[src/rtl/memctrl_pkg.sv]
// Shared types for memctrl: MEM command/size encodings, FSM states and read-source tags.
// Imported by the controller; no logic of its own beyond the size decode.
package memctrl_pkg;
    localparam int          BYTE_W    = 8;
    localparam logic [31:0] ZERO_WORD = 32'h0;
    localparam logic        ENABLE    = 1'b1;
    localparam logic        DISABLE   = 1'b0;

    typedef enum logic [1:0] { RW_IDLE = 2'b00, RW_READ = 2'b01, RW_WRITE = 2'b10 } mem_rw_e;
    typedef enum logic [1:0] { LEN_B = 2'b00, LEN_H = 2'b01, LEN_W = 2'b11 } mem_len_e;

    typedef enum logic [2:0] {
        ST_IDLE,
        ST_MEM_RD,
        ST_MEM_WR,
        ST_WAIT_RD,
        ST_DONE
    } state_e;

    typedef enum logic [1:0] { SRC_NONE, SRC_IF, SRC_MEM } src_e;

    // Source of a RAM read in flight; idx is the MEM byte lane, last marks the final MEM byte.
    typedef struct packed {
        src_e       src;
        logic [1:0] idx;
        logic       last;
    } tag_t;

    // Reserved size code 10 behaves as a half-word.
    function automatic logic [2:0] len_bytes(input logic [1:0] len);
        case (len)
            LEN_B:   return 3'd1;
            LEN_W:   return 3'd4;
            default: return 3'd2;
        endcase
    endfunction
endpackage

[src/rtl/memctrl.sv]
// Byte RAM responder: IF byte reads (latency 2, one per cycle) arbitrated against 1/2/4-byte MEM loads/stores.
// No backpressure: MEM wins the IDLE slot and a losing or non-IDLE if_req is dropped without response.
module memctrl
    import memctrl_pkg::*;
#(
    parameter int ADDR_W = 32
) (
    input  logic              clk,
    input  logic              rst,
    input  logic              if_req,
    input  logic [ADDR_W-1:0] if_addr,
    output logic              if_rvalid,
    output logic [7:0]        if_rdata,
    input  logic [1:0]        mem_rw,
    input  logic [ADDR_W-1:0] mem_addr,
    input  logic [1:0]        mem_len,
    input  logic [31:0]       mem_wdata,
    output logic              mem_done,
    output logic [31:0]       mem_rdata,
    output logic [ADDR_W-1:0] ram_a,
    output logic              ram_wr,
    output logic [7:0]        ram_dout,
    input  logic [7:0]        ram_din
);
    state_e            state_q, state_d;
    logic [2:0]        cnt_q, cnt_d;
    logic [2:0]        len_q, len_d;
    logic [ADDR_W-1:0] addr_q, addr_d;
    logic [31:0]       wdata_q, wdata_d;
    tag_t              tag0_q, tag0_d, tag1_q, tag1_d;
    logic [ADDR_W-1:0] ram_a_q, ram_a_d;
    logic              ram_wr_q, ram_wr_d;
    logic [7:0]        ram_dout_q, ram_dout_d;
    logic              if_rvalid_q, if_rvalid_d;
    logic [7:0]        if_rdata_q, if_rdata_d;
    logic              mem_done_q, mem_done_d;
    logic [31:0]       mem_rdata_q, mem_rdata_d;
    logic [2:0]        acc_len;

    assign acc_len = len_bytes(mem_len);

    always_comb begin
        state_d     = state_q;
        cnt_d       = cnt_q;
        len_d       = len_q;
        addr_d      = addr_q;
        wdata_d     = wdata_q;
        tag0_d      = '0;
        tag1_d      = tag0_q;
        ram_a_d     = ram_a_q;
        ram_wr_d    = DISABLE;
        ram_dout_d  = ram_dout_q;
        if_rvalid_d = DISABLE;
        if_rdata_d  = if_rdata_q;
        mem_done_d  = DISABLE;
        mem_rdata_d = mem_rdata_q;

        // Retire the read issued two edges ago; RAM data is valid now.
        if (tag1_q.src == SRC_IF) begin
            if_rvalid_d = ENABLE;
            if_rdata_d  = ram_din;
        end else if (tag1_q.src == SRC_MEM) begin
            if (tag1_q.idx == 2'd0) begin
                mem_rdata_d = {{(32-BYTE_W){1'b0}}, ram_din};
            end else begin
                mem_rdata_d[{tag1_q.idx, 3'b000} +: BYTE_W] = ram_din;
            end
            if (tag1_q.last) mem_done_d = ENABLE;
        end

        case (state_q)
            ST_IDLE: begin
                if (mem_rw == RW_READ) begin
                    addr_d      = mem_addr;
                    len_d       = acc_len;
                    ram_a_d     = mem_addr;
                    tag0_d.src  = SRC_MEM;
                    tag0_d.idx  = 2'd0;
                    tag0_d.last = (acc_len == 3'd1);
                    cnt_d       = 3'd1;
                    state_d     = (acc_len == 3'd1) ? ST_WAIT_RD : ST_MEM_RD;
                end else if (mem_rw == RW_WRITE) begin
                    addr_d     = mem_addr;
                    len_d      = acc_len;
                    wdata_d    = mem_wdata;
                    ram_a_d    = mem_addr;
                    ram_dout_d = mem_wdata[7:0];
                    ram_wr_d   = ENABLE;
                    cnt_d      = 3'd1;
                    state_d    = ST_MEM_WR;
                end else if (if_req) begin
                    ram_a_d    = if_addr;
                    tag0_d.src = SRC_IF;
                end
            end
            ST_MEM_RD: begin
                ram_a_d     = addr_q + ADDR_W'(cnt_q);
                tag0_d.src  = SRC_MEM;
                tag0_d.idx  = cnt_q[1:0];
                tag0_d.last = (cnt_q == len_q - 3'd1);
                cnt_d       = cnt_q + 3'd1;
                if (cnt_q == len_q - 3'd1) state_d = ST_WAIT_RD;
            end
            ST_MEM_WR: begin
                if (cnt_q == len_q) begin
                    mem_done_d = ENABLE;
                    state_d    = ST_DONE;
                end else begin
                    ram_a_d    = addr_q + ADDR_W'(cnt_q);
                    ram_dout_d = wdata_q[{cnt_q[1:0], 3'b000} +: BYTE_W];
                    ram_wr_d   = ENABLE;
                    cnt_d      = cnt_q + 3'd1;
                end
            end
            ST_WAIT_RD: begin
                if (tag1_q.src == SRC_MEM && tag1_q.last) state_d = ST_DONE;
            end
            // The MEM stage drops mem_rw during this cycle, so it must not re-trigger.
            ST_DONE:    state_d = ST_IDLE;
            default:    state_d = ST_IDLE;
        endcase
    end

    always_ff @(posedge clk or negedge rst) begin
        if (!rst) begin
            state_q     <= ST_IDLE;
            cnt_q       <= 3'd0;
            len_q       <= 3'd0;
            addr_q      <= '0;
            wdata_q     <= ZERO_WORD;
            tag0_q      <= '0;
            tag1_q      <= '0;
            ram_a_q     <= '0;
            ram_wr_q    <= DISABLE;
            ram_dout_q  <= 8'h0;
            if_rvalid_q <= DISABLE;
            if_rdata_q  <= 8'h0;
            mem_done_q  <= DISABLE;
            mem_rdata_q <= ZERO_WORD;
        end else begin
            state_q     <= state_d;
            cnt_q       <= cnt_d;
            len_q       <= len_d;
            addr_q      <= addr_d;
            wdata_q     <= wdata_d;
            tag0_q      <= tag0_d;
            tag1_q      <= tag1_d;
            ram_a_q     <= ram_a_d;
            ram_wr_q    <= ram_wr_d;
            ram_dout_q  <= ram_dout_d;
            if_rvalid_q <= if_rvalid_d;
            if_rdata_q  <= if_rdata_d;
            mem_done_q  <= mem_done_d;
            mem_rdata_q <= mem_rdata_d;
        end
    end

    assign if_rvalid = if_rvalid_q;
    assign if_rdata  = if_rdata_q;
    assign mem_done  = mem_done_q;
    assign mem_rdata = mem_rdata_q;
    assign ram_a     = ram_a_q;
    assign ram_wr    = ram_wr_q;
    assign ram_dout  = ram_dout_q;
endmodule

[config.mk]
export PLATFORM = sky130hd
export DESIGN_NAME = memctrl
export DESIGN_NICKNAME = d
export VERILOG_FILES = /design/src/rtl/memctrl_pkg.sv /design/src/rtl/memctrl.sv
export SDC_FILE = /design/constraint.sdc
export NUM_CORES = 1
export LEC_CHECK = 0
export BUFFER_PORTS_ARGS = -buffer_cell sky130_fd_sc_hd__buf_2
export CORE_UTILIZATION = 45
export CTS_CLUSTER_DIAMETER = 40
export CTS_CLUSTER_SIZE = 16
export DETAILED_ROUTE_END_ITERATION = 10
export PLACE_DENSITY = 0.69
export SETUP_SLACK_MARGIN = 0.02
export SLEW_MARGIN = 15
export SYNTH_ARGS = -nofsm -noshare
export SYNTH_HDL_FRONTEND = slang
export SYNTH_SLANG_ARGS = --single-unit
[constraint.sdc]
create_clock -name clk -period 3.1 [get_ports clk]
set_input_delay 0.155 -clock clk [delete_from_list [all_inputs] [get_ports clk]]
set_output_delay 0.155 -clock clk [all_outputs]
set_load 0.005 [all_outputs]
# Yosys cells after proc, flatten, opt, wreduce, memory -nomap -nowiden
# Cells that the tools add are included.
# totals
ff_bits	166
latch_bits	0
mem_bits_rw	0
romBits	0
in_bits	111
output_inout_bits	83
word_cells	102
n_memories	0
# op_classes
n_addsub	4
multipliers	0
div	0
magnitude_cmp	0
eq_ne	19
shifts	3
muxes	42
bitwise	2
n_reduce_logical	14
# ops
op	n
2-to-1 mux 32 bit	7
one-hot mux 32 bit (3 select lines)	1
adder 32 x 3 -> 32 bit	1
bitwise mux 32 bit	1
variable shift 8 x 7 -> 32 bit, first input constant	1
variable part select 32 x 6 -> 8 bit	1
variable part select 8 x 7 -> 32 bit	1
2-to-1 mux 3 bit	10
2-to-1 mux 8 bit	3
one-hot mux 8 bit (2 select lines)	1
2-to-1 mux 1 bit	12
inequality test 2 bit, second input constant	6
one-hot mux 3 bit (4 select lines)	1
one-hot mux 5 bit (2 select lines)	1
one-hot mux 3 bit (3 select lines)	1
AND reduction 3 bit	3
AND reduction 4 bit	2
negation 5 -> 7 bit	1
== test 2 bit, second input constant	3
== test 3 x 1 -> 1 bit, second input constant	2
== test 3 x 2 -> 1 bit, second input constant	2
== test 3 bit	2
one-hot mux 3 bit (2 select lines)	1
== test 2 x 1 -> 1 bit, second input constant	2
other kinds (13)	18

# Depth between registers and ports, before layout
# Gate-level depths: netlist of run 1.
# logic_depth
word_depth	6
ltp_mapped	9
depth_no_buf	7

# Least setup slack after synthesis of run 1
# Ideal clock, no wire load.
# synth_timing
path_kind	register to register
startpoint	reg cnt_q[0]
endpoint	reg ram_a_q[28], in the netlist ram_a[28]
setup_ps	126
arrival_time_ps	2197
slack_ps	777
stages_incl_launch_ff	8
n_path_buf	0
path_cell_list	dfrtp_1 -> ha_1 -> fa_1 -> a21oi_1 -> or4_4 -> nor4_1 -> xor2_1 -> a221o_1
# synth_between
elab_chain_len	3
# synth_lines
item	line_no	rtl
from (decl)	memctrl.sv:26	logic [2:0] cnt_q, cnt_d;
from (signal assigned)	memctrl.sv:142	cnt_q <= cnt_d;
adder 32 x 3 -> 32 bit or == test 3 bit (tied branches)	memctrl.sv:97, memctrl.sv:109, memctrl.sv:105	
2-to-1 mux 32 bit or inequality test 2 bit (tied branches)	-	
one-hot mux 32 bit (3 select lines) or AND reduction 3 bit (tied branches)	-	
to (signal assigned)	memctrl.sv:148	ram_a_q <= ram_a_d;
to (decl)	memctrl.sv:31	logic [ADDR_W-1:0] ram_a_q, ram_a_d;
# Several ways; a longest one is shown, not always the timed one. The select of a mux whose other input is x is not followed.
# A chain may end at the register's enable or synchronous reset.

# Worst setup path in the final report of run 1
# layout_timing
startpoint	reg cnt_q[0]
endpoint	reg ram_a_q[26], in the netlist ram_a[26]
# Same word-level chain as after synthesis.

==> metrics.txt, run 1 <==
Die W=~140 um; Required @ worst endpoint=3400 ps; maximum VDD drop=a little under 0.9 mV; clk buf depth=2; Worst-path clk slew=60 ps; final cell count without fillers=1174; H-tree levels=4; worst slew pin tran=923.2 ps; CP startpoint kind=register; syn nets=roughly 800; pins over their slew limit=0; Core Rows=48; Synth Warn #=0; die area=18250 um^2; unrepaired setup endpoints after global routing=no; post-DP HPWL=~14000 um; synth cell count leaders=166 x dfrtp_1, 57 x mux2_2, 57 x nand2_1, 31 x a21oi_1, 29 x o21ai_0; WL final=approximately 20000 um; Seq cells post-synth=about 170; Vias/cell=5.422; Port-buffer cells=193; Placed Cells=1078; wire length per cell=between 15 and 20 um; Synth cell types=between 50 and 60; CTS Buf Count=17; Die Height=135.1 um; DRC=0; Crit Path Max Fanout=7; Gate Count Post-Synth=691; fin crit period=2535 ps; register area share after synthesis=a little over half; Layout area overhead=31.60%; post-route ant nets=0; later-pin clock latency in the skew report=420 ps; Fin. Hold Viols=0; CTS tree=done; number of antenna violations at the first check in global routing=0; CTS root buffer=clkbuf_16; largest net degree at the start of global routing=76; Post-CTS Setup Bufs=0; syn_area_per_cell=11.53 um^2; share of flip-flops with an asynchronous set or reset=100.0%; CP endpoint kind=register; status=finished, final reports clean; hold buffers post-CTS=between 60 and 70; count leader, synth=dfrtp_1; share of post-route cells with drive strength above 1=about 33%; GR Overflow Total=0; Post-synth EDFFs=0; area leader, netlist=dfrtp_1; n_diodes=0; Nets=1063; cell area after synthesis=7970 um^2; relative slew slack=38.46%; Worst Hold Class=in -> reg; critical path class=reg -> reg; Worst Path Arrival=roughly 2800 ps; Initial Util=46.08%; Core Area=17300 um^2; vias in the first global route=between 6k and 7k; I/O pin count=roughly 190; router iterations before antenna repair=5; Vias=between 6k and 7k; Synth Flop Type=dfrtp_1; Finish-stage setup viols=0; PostCTS Resize Cnt=0; PD cells=between 900 and 1000 nW/um^2; Fmax=0.3944 GHz; DR iter-0 viols=around 500; first-pass GRT wire length=32220 um; Post-Route Setup TNS=0 ps; Setup Skew=6.728 ps; max_cap viols=0; Synth area leaders=dfrtp_1 52%, mux2_2 8.1%, mux2i_1 3.3%, nand2_1 2.7%, a22o_1 2.6%; post-synth top area share=between 50% and 60%; placer congestion estimate=0.8036; Leak=~4.9 nW; gr usage total=22.86%; Tcrit/Tclk final=81.79%; CTS sink count=166
[cells in the final DEF (no fill, tap or decap), types with 11 or more instances in the layout]
master,instances
a21oi_1,30
a221o_1,16
a22o_1,24
buf_2,192
clkbuf_16,17
dfrtp_1,166
dlygate4sd3_1,64
ha_1,15
inv_1,19
mux2_1,11
mux2_2,57
mux2i_1,26
nand2_1,57
nand3_1,13
nor2_1,22
nor3_1,28
o21ai_0,29
o21ai_1,11
xnor2_1,16
xor2_1,17
[worst max-delay path, stage by stage, from the launching register on]
cell	delay, ps
dfrtp_1	380
ha_1	240
fa_1	410
a21oi_1	540
or4_4	290
nor3_1	70
xor2_1	150
a221o_1	320
[where the power goes]
group          total [mW]  switching [mW]  leakage, nW  internal (mW)
Clock                2.31           0.855        0.307           1.45
Combinational        4.36            2.28         2.58           2.07
Sequential           3.79           0.688         2.06           3.10
[metal layers]
layer  GRT usage [%]  vias up  share of wire [%]
met2           35.81      225                 47
met5               0        -                  0
met1           32.12     3107                 45
li1                -     3008                  -
met3           3.866       25                5.9
met4           7.740        0                1.6
[sequential cells by signal, summed over array words and instances (netlist names)]
| name | count |
|---|---|
| tag0_q | 5 |
| tag1_q | 5 |
| if_rvalid | 1 |
| ram_dout | 8 |
| if_rdata | 8 |
| state_q | 3 |
| len_q | 3 |
| addr_q | 32 |
| mem_done | 1 |
| cnt_q | 3 |
| ram_a | 32 |
| wdata_q | 32 |
| ram_wr | 1 |
| mem_rdata | 32 |
[per-stage QoR]
| step | worst slack [ps] | hold WS [ps] | util (%) | power [mW] | instance area (um^2) |
|---|---|---|---|---|---|
| final | 564.5 | 24.12 | 60.64 | 10.46 | 10490 |
| after global routing | 393.1 | 34.27 | 60.64 | 11.20 | 10490 |
| after CTS | 568.4 | 3.126 | 60.64 | 10.51 | 10490 |
| after detailed placement | 616.4 | 172.3 | 53.20 | 8.100 | 9201 |
| after global placement | 682.1 | 164.3 | 53.20 | 7.959 | 9201 |
| after floorplan | 776.8 | -140.6 | - | 6.751 | 7970 |
[cells by family after synthesis]
family          Yosys count  share of synthesized area (%)
simple gates            168                          10.77
flops                   166                          52.12
compound gates          144                          12.62
mux                     102                          15.13
buf+inv                  62                          3.124
xor+xnor                 33                          3.626
fa+ha+maj                16                          2.606
[area by class of cell]
class	count	area (um^2)
Fill cell	1406	6808
Sequential cell	166	4154
Multi-Input combinational cell	463	3595
Timing Repair Buffer	269	1740
Clock buffer	20	446.7
Tap cell	225	281.5
Clock inverter	12	200.2
Inverter	19	71.32
[path summary, 6_finish.rpt]
| path | end | slack, ps | depth (start not counted) | start |
|---|---|---|---|---|
| min in group asynchronous | if_rvalid | 270 | 2 | rst |
| worst max register to register | ram_a[26] | 560 | 7 | cnt_q[0] |
| worst min register to register | tag1_q[2] | 350 | 0 | tag0_q[2] |
| worst min-delay path | addr_q[4] | 20 | 2 | mem_addr[4] |
| worst max-delay path | ram_a[26] | 560 | 7 | cnt_q[0] |
| max in group asynchronous | ram_a[24] | 1990 | 3 | rst |
Note: power is estimated with default switching activity, not from simulation.
==> inputs of run 2 (changes only) <==
==> constraint.sdc (replaced) <==
create_clock -name clk -period 2.5 [get_ports clk]
set_input_delay 0.125 -clock clk [delete_from_list [all_inputs] [get_ports clk]]
set_output_delay 0.125 -clock clk [all_outputs]
set_load 0.005 [all_outputs]
==> metrics.txt, run 2 (synthesized netlist as in run 1, its figures left out) <==
clk buf depth=2 (unchanged); Clock power frac=20.2% (-1.9 points); DRC=0 (unchanged); CP startpoint kind=register; relative slew slack=59.81% (+21 points); Switching Fraction=37.48% (+0.87 points); vias in the first global route=6227 (+0.87%); Fmax=0.4231 GHz (+7.3%); worst slew pin tran=598.9 ps (-324.3 ps); Post-Route Setup TNS=0 ps (unchanged); Worst-path clk slew=70 ps (about the same); Die W=135.1 um (unchanged); Initial Util=46.08% (unchanged); max incr delay on CP=580 ps (+40 ps); Nets=1075 (+1.1%); hold slack=13.98 ps (-10.14 ps); WL final=20230 um (+0.96%); number of antenna violations at the first check in global routing=0 (unchanged); sw power=4.831 mW (+26%); Vias=6357 (-0.13%); post-DP HPWL=13670 um (+0.68%); unrepaired setup endpoints after global routing=yes; n_diodes=0 (unchanged); router iterations before antenna repair=5 (unchanged); Core Rows=48 (unchanged); gr usage total=22.91% (+0.048 points); CTS Buf Count=17 (unchanged); first-pass GRT wire length=32250 um (+0.11%); most frequent cells in the layout=192 x buf_2, 166 x dfrtp_1, 66 x dlygate4sd3_1; Crit Path Max Fanout=4 (-3); most common cell after layout, fill and taps aside=buf_2; CTS root buffer=clkbuf_16; pins over their slew limit=0 (unchanged); Finish-stage setup viols=0 (unchanged); Buf+Inv Stages, Crit Path=0 (unchanged); PD cells=1222 nW/um^2 (+23%); Worst Hold Class=in -> reg; die area=18250 um^2 (unchanged); Int Power=8.058 mW (+22%); crit path cell chain=ha_2, fa_2, a21oi_1, or4_4, nor4_2, xor2_1, a221o_1; status=finished, final reports clean; CTS tree=done; share of post-route cells with drive strength above 1=33.85% (+1.1 points); max_cap viols=0 (unchanged); H-tree levels=4 (unchanged); Leak=4.982 nW (+0.70%); CTS sink count=166 (unchanged); critical path class=reg -> reg; placer congestion estimate=0.8402 (+4.6%); slowest CP cell=or4_4; DR iter-0 viols=389 (-23%); later-pin clock latency in the skew report=420 ps (about the same); largest net degree at the start of global routing=65 (-14%); fin crit period=2363 ps (-172.2 ps); post-route ant nets=0 (unchanged); Final Core Density=60.97% (+0.33 points); wire length per cell=17.07 um (about the same); fill cell count=1452 (+3.3%); CP endpoint kind=register; Tcrit/Tclk final=94.53% (+13 points); power share of the combinational group=43.2% (+1.5 points); Setup Skew=8.320 ps (+1.592 ps); Fin. Hold Viols=0 (unchanged); Vias/cell=5.365 (-1.1%); critical path's top delay family=simple AND/OR/NAND/NOR gates; share of power burned in registers=36.6% (+0.4 points); Layout area overhead=32.31%; Port-buffer cells=193 (unchanged); Required @ worst endpoint=2810 ps (-590 ps); maximum VDD drop=0.9932 mV (+13%); Core Area=17300 um^2 (unchanged); Worst Path Arrival=2670 ps (-170 ps); GR Overflow Total=0 (unchanged); I/O pin count=194 (unchanged); Die Height=135.1 um (unchanged)
run 2: worst paths after layout:
kind | depth (start not counted) | start | slack (ps) | end
worst min-delay path | 3 | ram_din[3] | 10 | mem_rdata[3]
worst max-delay path | 7 | cnt_q[0] | 140 | ram_a[28]
min in group asynchronous | 2 | rst | 240 | if_rvalid
worst min register to register | 0 | tag0_q[4] | 350 | tag1_q[4]
max in group asynchronous | 3 | rst | 1520 | wdata_q[4]
worst max register to register | 7 | cnt_q[0] | 140 | ram_a[28]
run 2: area by class of cell:
cell class	instances	area (um^2)	area share [%]
sequential	166	4154	39.39
multi-input combinational	463	3620	34.33
inverter	19	71.32	0.6763
clock buffer	20	456.7	4.331
tap	225	281.5	2.670
timing repair buffer	281	1836	17.41
clock inverter	11	126.4	1.198
run 2: metal layers:
layer | wire length [um] | global-route usage (%) | up-vias
met5 | 0 | 0 | -
met4 | 370 | 8.926 | 0
met3 | 940 | 3.116 | 26
met2 | 9535 | 36.24 | 206
met1 | 9386 | 31.96 | 3088
li1 | - | - | 3037
run 2: tightest hold or removal path: cells and delay by family:
kind | cells | cell delay, ps
simple gates | 1 | 70
buf+inv | 1 | 140
compound gates | 1 | 60
run 2: power groups by stage:
stage	clock, mW	sequential (mW)	combinational [mW]
3_5_place_dp	0	4.75	5.44
4_1_cts	2.66	4.71	5.54
5_1_grt	2.76	4.87	6.15
6_report	2.60	4.72	5.56
2_1_floorplan	0	4.53	3.84
3_3_place_gp	0	4.71	5.33
run 2: metrics by stage:
stage | power (mW) | cells | cell area, um^2 | setup WS (ps)
after global routing | 13.78 | 1185 | 10550 | -1.681
after floorplan | 8.371 | 691 | 7970 | 176.8
after global placement | 10.03 | 1088 | 9276 | 150.1
after CTS | 12.90 | 1185 | 10520 | 90.06
final | 12.89 | 1185 | 10550 | 136.7
after detailed placement | 10.19 | 1088 | 9276 | 106.6
run 2: timing repair:
action,in CTS,in global routing
hold endpoints to repair,118,0
gates resized for setup,0,5
hold buffers,66,0
buffers inserted,0,0
setup endpoints to repair,0,5
